--- src/rtl/ex_stage.sv ---
// Execute stage: operand forwarding, ALU, branch resolution and store lane steering.
// Latency: ex_bus_o is registered (1 cycle); flush, branch and memory-control outputs are combinational.
// Backpressure: none; a stalled or bubble ID/EX entry registers a NOP and suppresses all side effects.
//
// Ports:
//   clk, rst                      clock; synchronous active-low reset
//   bus_i                         ID/EX register contents
//   fw_cntrl_i                    per-operand forwarding select (0 reg, 1 mem, 2 wb, 3 wb_late)
//   mem_/wb_/wb_late_bypass_i     results from younger-to-older pipeline positions
//   ex_bus_o                      registered EX/MEM bus
//   flush_o, br_bus_o             redirect to IF and squash of IF/ID
//   ex2mem_o, ld_addr             data-memory control and effective address

package core;

  typedef enum logic [4:0] {
    ALU_NOP = 5'd0, ALU_ADD, ALU_SUB, ALU_AND, ALU_OR, ALU_XOR, ALU_SLT, ALU_SLTU,
    ALU_SLL, ALU_SRL, ALU_SRA, ALU_LUI, ALU_AUIPC, ALU_JAL, ALU_JALR,
    ALU_BEQ, ALU_BNE, ALU_BLT, ALU_BGE, ALU_BLTU, ALU_BGEU
  } alu_op_t;

  typedef enum logic [3:0] {
    MEM_NONE = 4'd0, MEM_LB, MEM_LH, MEM_LW, MEM_LBU, MEM_LHU, MEM_SB, MEM_SH, MEM_SW
  } mem_op_t;

  typedef enum logic [2:0] {
    FMT_NONE = 3'd0, FMT_R, FMT_I, FMT_S, FMT_B, FMT_U, FMT_J, FMT_LOAD
  } format_t;

  // An all-zero bus (alu_op == ALU_NOP) is a bubble.
  typedef struct packed {
    logic [31:0] instr;
    logic [31:0] pc;
    logic [31:0] imm;
    logic [4:0]  rs1;
    logic [4:0]  rs2;
    logic [4:0]  rd;
    logic [31:0] rs1_data;
    logic [31:0] rs2_data;
    logic [31:0] rd_res;
    alu_op_t     alu_op;
    mem_op_t     mem_op;
    format_t     format;
    logic        rf_wr_en;
    logic        pipeline_stall;
  } pipeline_bus_t;

  typedef struct packed {
    logic [1:0] rs1_sel;
    logic [1:0] rs2_sel;
  } fw_cntrl_bus_t;

  typedef struct packed {
    logic [31:0] data;
  } bypass_bus_t;

  typedef struct packed {
    logic        taken;
    logic [31:0] branch_target;
  } br_cntrl_bus_t;

  typedef struct packed {
    mem_op_t     mem_op;
    logic [31:0] addr;
    logic [31:0] w_data;
    logic [3:0]  be;
  } mem_cntrl_bus_t;

endpackage

module ex_stage (
  input  logic                 clk,
  input  logic                 rst,
  input  core::pipeline_bus_t  bus_i,
  input  core::fw_cntrl_bus_t  fw_cntrl_i,
  input  core::bypass_bus_t    mem_bypass_i,
  input  core::bypass_bus_t    wb_bypass_i,
  input  core::bypass_bus_t    wb_late_bypass_i,
  output core::pipeline_bus_t  ex_bus_o,
  output logic                 flush_o,
  output core::br_cntrl_bus_t  br_bus_o,
  output core::mem_cntrl_bus_t ex2mem_o,
  output logic [31:0]          ld_addr
);
  import core::*;

  logic          active;     // real instruction, not stalled, not in reset
  logic [31:0]   op_a;
  logic [31:0]   op_b;
  logic [31:0]   alu_b;
  logic [31:0]   eff_addr;
  logic [31:0]   alu_res;
  logic [31:0]   pc_plus4;
  logic [31:0]   pc_plus_imm;
  logic          is_jump;
  logic          is_branch;
  logic          br_cond;
  logic          taken;
  logic [3:0]    be;
  logic [31:0]   w_data;
  pipeline_bus_t ex_nxt;

  assign active = rst && !bus_i.pipeline_stall && (bus_i.alu_op != ALU_NOP);

  // Forwarding muxes. The select already encodes priority (mem is nearest),
  // so the mux just obeys it; x0 always reads as zero.
  always_comb begin
    op_a = bus_i.rs1_data;
    case (fw_cntrl_i.rs1_sel)
      2'd1:    op_a = mem_bypass_i.data;
      2'd2:    op_a = wb_bypass_i.data;
      2'd3:    op_a = wb_late_bypass_i.data;
      default: op_a = bus_i.rs1_data;
    endcase
    if (bus_i.rs1 == 5'd0) op_a = '0;
  end

  always_comb begin
    op_b = bus_i.rs2_data;
    case (fw_cntrl_i.rs2_sel)
      2'd1:    op_b = mem_bypass_i.data;
      2'd2:    op_b = wb_bypass_i.data;
      2'd3:    op_b = wb_late_bypass_i.data;
      default: op_b = bus_i.rs2_data;
    endcase
    if (bus_i.rs2 == 5'd0) op_b = '0;
  end

  assign alu_b       = (bus_i.format == FMT_R || bus_i.format == FMT_B) ? op_b : bus_i.imm;
  assign eff_addr    = op_a + bus_i.imm;
  assign pc_plus4    = bus_i.pc + 32'd4;
  assign pc_plus_imm = bus_i.pc + bus_i.imm;

  always_comb begin
    alu_res   = '0;
    is_jump   = 1'b0;
    is_branch = 1'b0;
    br_cond   = 1'b0;
    case (bus_i.alu_op)
      ALU_ADD:   alu_res = op_a + alu_b;
      ALU_SUB:   alu_res = op_a - alu_b;
      ALU_AND:   alu_res = op_a & alu_b;
      ALU_OR:    alu_res = op_a | alu_b;
      ALU_XOR:   alu_res = op_a ^ alu_b;
      ALU_SLT:   alu_res = {31'd0, $signed(op_a) < $signed(alu_b)};
      ALU_SLTU:  alu_res = {31'd0, op_a < alu_b};
      ALU_SLL:   alu_res = op_a << alu_b[4:0];
      ALU_SRL:   alu_res = op_a >> alu_b[4:0];
      ALU_SRA:   alu_res = $signed(op_a) >>> alu_b[4:0];
      ALU_LUI:   alu_res = bus_i.imm;
      ALU_AUIPC: alu_res = pc_plus_imm;
      ALU_JAL, ALU_JALR: begin
        alu_res = pc_plus4;
        is_jump = 1'b1;
      end
      ALU_BEQ:  begin is_branch = 1'b1; br_cond = (op_a == op_b); end
      ALU_BNE:  begin is_branch = 1'b1; br_cond = (op_a != op_b); end
      ALU_BLT:  begin is_branch = 1'b1; br_cond = ($signed(op_a) <  $signed(op_b)); end
      ALU_BGE:  begin is_branch = 1'b1; br_cond = ($signed(op_a) >= $signed(op_b)); end
      ALU_BLTU: begin is_branch = 1'b1; br_cond = (op_a <  op_b); end
      ALU_BGEU: begin is_branch = 1'b1; br_cond = (op_a >= op_b); end
      default:  alu_res = '0;
    endcase
  end

  assign taken   = active && (is_jump || (is_branch && br_cond));
  assign flush_o = taken;

  always_comb begin
    br_bus_o.taken         = taken;
    br_bus_o.branch_target = pc_plus_imm;
    if (bus_i.alu_op == ALU_JALR) br_bus_o.branch_target = {eff_addr[31:1], 1'b0};
  end

  // Store data is replicated so the memory only has to honour the lane enables.
  always_comb begin
    be     = 4'b0000;
    w_data = op_b;
    case (bus_i.mem_op)
      MEM_SB: begin
        w_data = {4{op_b[7:0]}};
        be     = 4'b0001 << eff_addr[1:0];
      end
      MEM_SH: begin
        w_data = {2{op_b[15:0]}};
        be     = eff_addr[1] ? 4'b1100 : 4'b0011;
      end
      MEM_SW: be = 4'b1111;
      default: be = 4'b0000;
    endcase
    if (!active) be = 4'b0000;
  end

  assign ld_addr          = eff_addr;
  assign ex2mem_o.addr    = eff_addr;
  assign ex2mem_o.w_data  = w_data;
  assign ex2mem_o.be      = be;
  assign ex2mem_o.mem_op  = active ? bus_i.mem_op : MEM_NONE;

  always_comb begin
    ex_nxt          = bus_i;
    ex_nxt.rs1_data = op_a;
    ex_nxt.rs2_data = op_b;
    ex_nxt.rd_res   = alu_res;
    ex_nxt.rf_wr_en = bus_i.rf_wr_en && (bus_i.rd != 5'd0);
  end

  // Reset, stall and bubble all register the all-zero NOP.
  always_ff @(posedge clk) begin
    if (!rst) begin
      ex_bus_o <= '0;
    end else if (!active) begin
      ex_bus_o <= '0;
    end else begin
      ex_bus_o <= ex_nxt;
    end
  end

endmodule

--- config.mk ---
export PLATFORM = sky130hd
export DESIGN_NAME = ex_stage
export DESIGN_NICKNAME = d
export VERILOG_FILES = /design/src/rtl/ex_stage.sv
export SDC_FILE = /design/constraint.sdc
export NUM_CORES = 1
export LEC_CHECK = 0
export CORE_AREA = 10 10 258 260
export DETAILED_ROUTE_END_ITERATION = 6
export DIE_AREA = 0 0 268 270
export PLACE_DENSITY = 0.65
export SETUP_SLACK_MARGIN = 0.3
export SLEW_MARGIN = 20
export SYNTH_ARGS = -nofsm -noshare
export SYNTH_HDL_FRONTEND = slang
export SYNTH_SLANG_ARGS = --single-unit
--- constraint.sdc ---
create_clock -name clk -period 11.6 [get_ports clk]
set_input_delay 1.74 -clock clk [delete_from_list [all_inputs] [get_ports clk]]
set_output_delay 1.74 -clock clk [all_outputs]
set_load 0.02 [all_outputs]
# [After elaboration in Yosys (flattened, before gate mapping)]
# Cells that the tools add are included.
[word_totals] regBits=221 inputBits=323 output_inout_bits=359
[op_classes] shifts=4 n_addsub=5 n_mux=15 n_bitwise=3 magnitude_cmp=6 reduce_logical=15 eq_ne=33
[ops] op="$pmux W32 S13" n=1
[ops] op="$pmux W32 S3" n=2
[ops] op="$lt A32 B32 Y1" n=4
[ops] op="$mux W32" n=4
[ops] op="$add A32 B32 Y32" n=3
[ops] op="$ge A32 B32 Y1" n=2
[ops] op="$pmux W32 S2" n=1
[ops] op="$eq A5 B4 Y1 const B" n=8
[ops] op="$add A32 B3 Y32 const B" n=1
[ops] op="$and A32 B32 Y32" n=1
[ops] op="$eq A32 B32 Y1" n=1
[ops] op="$ne A32 B32 Y1" n=1
[ops] op="$or A32 B32 Y32" n=1
[ops] op="$shl A32 B5 Y32" n=1
[ops] op="$shr A32 B5 Y32" n=1
[ops] op="$sshr A32 B5 Y32" n=1
[ops] op="$sub A32 B32 Y32" n=1
[ops] op="$xor A32 B32 Y32" n=1
[ops] op="$eq A5 B5 Y1 const B" n=5
[ops] op="$eq A5 B3 Y1 const B" n=4
[ops] op="$mux W4" n=3
[ops] op="$pmux W4 S3" n=1
[ops] op="$eq A5 B2 Y1 const B" n=2
[ops] op="$logic_not A5 Y1" n=2
[ops] op="17 further kinds" n=29

# [Longest topological paths before layout]
[depth] word_depth=8 depth_mapped=21 ltp_nobuf=18

# [Worst setup path before layout]
# No wires, ideal clock.
[synth_path] path_kind="input-to-output" from="in fw_cntrl_i[1] (netlist bit)" to="out br_bus_o[32] (netlist bit)" path_slack_ps=3505 path_stages=17 t_required_ps=9860 arrival_time_ps=6355 cell_sequence="buf_1 -> clkbuf_1 -> mux4_2 -> nand2_1 -> ha_1 -> a21o_1 -> a21o_1 -> a21o_1 -> a21o_1 -> a21o_1 -> a21o_1 -> a221o_1 -> a21oi_1 -> mux2i_1 -> a22oi_1 -> o31ai_1 -> buf_4"
[synth_between] elab_chain_len=8 word_cells_on_any_way=15
[synth_lines] item="from (decl)" line="75" text="input core::fw_cntrl_bus_t fw_cntrl_i,"
[synth_lines] item="$eq A2 B2 Y1 / $eq A2 B1 Y1 (equally long branches)" line="120" text="case (fw_cntrl_i.rs2_sel)"
[synth_lines] item="$pmux W32 S3 (*)" line="120"
[synth_lines] item="$mux W32 (*)" line="126" text="if (bus_i.rs2 == 5'd0) op_b = '0;"
[synth_lines] item="$ge A32 B32 Y1 (tied with other cells)" line="161" text="ALU_BGEU: begin is_branch = 1'b1; br_cond = (op_a >= op_b); end"
[synth_lines] item="$pmux W1 S6 (*)" line="139" text="case (bus_i.alu_op)"
[synth_lines] item="$logic_and A1 B1 Y1 (*)" line="166" text="assign taken = active && (is_jump || (is_branch && br_cond));"
[synth_lines] item="$logic_or A1 B1 Y1 (*)" line="166"
[synth_lines] item="$logic_and A1 B1 Y1 (*)" line="166"
[synth_lines] item="to (decl)" line="81" text="output core::br_cntrl_bus_t br_bus_o,"
# Every way passes the cells marked *; elsewhere a longest branch is shown, timed or not.

==> results.toml <==
[run_status]
status = "completed"

[yosys]
avgSynthCellArea_um2 = 7.60
yosys.area.top_type = "dfxtp_1"
synthTopCellsByArea = "dfxtp_1 (20%), ha_1 (10%), mux4_2 (6.0%)"
syn_area_um2 = 22600
yosysMostFrequentCell = "nor2_1"
yosys_most_used_dff = "dfxtp_1"
synth_top_area_frac = 0.196
ys_top_cells_by_count = "nor2_1 (334), nand2_1 (299), dfxtp_1 (221), a21oi_1 (204), ha_1 (188)"
ys_warn_count = 0
yosysUniqueCellTypes = 84
syn_nets = 3484
ys_seq_area_frac = 0.196
async_flop_share = 0
ys_seq_elements = 221
synth-edff-count = 0
syn_inst = 2970

[floorplanning]
rows = 91
pin_count = 682
dieHeight_um = 270
dieArea_um2 = 72400
dieWidth_um = 268
fp.coreArea_um2 = 61300
start_util = 0.368

[drt]
wirelength_met1_um = 48600
routed-wl-met2_um = 56100
viasPerCell = 6.04
wl_per_cell_um = 28.9
num_vias = 25900
route.top_layer_used = "met5"
dr_wl_met3_um = 13700
wl_um = 124000
drc = 0
first_pass_iters = 6
drtAntennaViolNets = 0
dr.first_iter.drc_count = 2743

[place]
dp_hpwl_um = 99600
placed_cell_area_um2 = 29400
post-place-ws_ps = 2240
place_congestion = 1.02
port_buffers = 649

[cts]
clkTransAtPathRegs_ps = 60
h-tree-depth = 1
cts_hold_buf = 0
numCtsBuffers = 26
clock-sinks = 221
cts_setup_buffers = 0
cts_tree = "built"
clock_path_buffers = 3
root_buffer = "clkbuf_16"
post_cts_resized = 0

[timing]
tightest_slew_ps = 1100
finalMaxSlewViolations = 0
setup_tns_ps = 0
max_freq_ghz = 0.106
relSlewSlack = 0.263
hold_violations = 0
finalSetupViolCount = 0
layout_setup_ws_ps = 2150
rsz0062_at_grt = "no"
finalCritPeriodShare = 0.815
fin_crit_ps = 9450

[final_layout]
fin_util = 0.496
drive_gt1_frac = 0.0624
syn_to_final_growth_pct = 34.7
n_fill_cell = 6153
final_cell_area_um2 = 30400
multi_input_area_um2 = 16700
largestRegisters = "ex_bus_o (221)"
largest_reg_flops = 221
top_register = "ex_bus_o"
regArea_um2 = 4420
nets = 3988

[global_routing]
first_global_vias = 24400
grt_overflow = 0
grt_max_degree = 90
grt_pass1_wl_um = 174000
track_usage = 0.324
antenna_found_initial = 19

[pwr]
ir_worst_vdd_v = 0.000109
p_per_area_nw_per_um2 = 125
p_leak_nw = 12.5

[setup_path]
end_kind = "output port"
critPathLaunch = "bus_i[120]"
worstSetupEndpoint = "flush_o"
cp_max_fo = 32
crit_type = "in2out"
critPathLaunchType = "primary input"
required_ps = 9860
cp.arrival_ps = 7710

[worst_hold_path]
hold_class = "in2reg"

[job]
drv_cap = 0
worst min-delay path by stage:
stage | depth (start not counted) | end | startpoint | slack, ps
after floorplan | 1 | ex_bus_o[110] | bus_i[110] | 1860
after detailed placement | 3 | ex_bus_o[1] | bus_i[1] | 2300
final | 3 | ex_bus_o[1] | bus_i[1] | 1690
after global placement | 3 | ex_bus_o[1] | bus_i[1] | 2300
after CTS | 2 | ex_bus_o[219] | bus_i[219] | 1690
after global routing | 2 | ex_bus_o[216] | bus_i[216] | 1700
power by group:
group / switching (mW) / internal, mW / leakage [nW]
registers: 0.00863 / 0.792 / 1.81
clock network: 0.357 / 0.527 / 0.449
logic: 1.30 / 0.818 / 10.3
metrics by stage:
| stage | cells | total power [mW] | hold WS (ps) |
|---|---|---|---|
| 2_1_floorplan | 2970 | 2.08 | 1860 |
| 5_1_grt | 4291 | 3.97 | 1700 |
| 6_report | 4294 | 3.80 | 1690 |
| 3_3_place_gp | 4236 | 2.89 | 2300 |
| 3_5_place_dp | 4236 | 2.89 | 2300 |
| 4_1_cts | 4283 | 3.78 | 1690 |
final cells by class:
class / instances / area share
multi-input combinational: 2396 / 0.549
sequential: 221 / 0.146
inverter: 127 / 0.0157
clock inverter: 11 / 0.00482
timing repair buffer: 702 / 0.226
clock buffer: 36 / 0.0253
tap: 790 / 0.0325
antenna: 11 / 0.000906
placed cells by master, fill, tap and decap left out, types with 8 or more instances in the layout:
cell and n:
a211oi_1 50, a21o_1 74, a21oi_1 203, a221o_1 17
a221oi_1 29, a22oi_1 37, a31oi_1 32, and2_1 127
and3_1 21, buf_4 53, clkbuf_16 26, clkbuf_8 8
clkdlybuf4s50_1 645, dfxtp_1 221, diode_2 11, ha_1 188
inv_1 121, mux2_2 25, mux2i_1 116, mux4_2 60
nand2_1 299, nand2b_1 26, nand3_1 61, nand4_1 25
nor2_1 331, nor2b_1 25, nor3_1 54, nor4_1 11
o211ai_1 45, o21a_1 12, o21ai_0 174, o21ai_1 15
o21bai_1 21, o221ai_1 14, o22ai_1 28, o31ai_1 11
or3_1 9, xnor2_1 79, xor2_1 43
cells by family after synthesis:
family	synth area share
DFF	0.196
adders and majority gates	0.108
xor gates and xnor gates	0.0474
and+or+nand+nor	0.211
AOI/OAI and AO/OA	0.246
buffers and inverters	0.0676
other	0.000166
muxes	0.124
routing by layer:
metal  GRT usage  vias up
met4       0.136       12
met3      0.0793      263
met1       0.406    12300
met2       0.521     1596
met5           0        -
li1            -    11700
critical path, stage by stage:
cell,delay [ps]
clkdlybuf4s50_1,430
or4_4,560
or2_1,220
buf_4,240
nand2_1,430
inv_1,250
ha_1,360
a21o_1,180
a21o_1,160
a21o_1,160
a21o_1,170
a21o_1,170
a21o_1,200
a221o_1,400
a21oi_1,240
mux2i_1,210
a22oi_1,80
o31ai_1,700
clkdlybuf4s50_1,750
No activity file was read; power rests on OpenSTA's default activity.
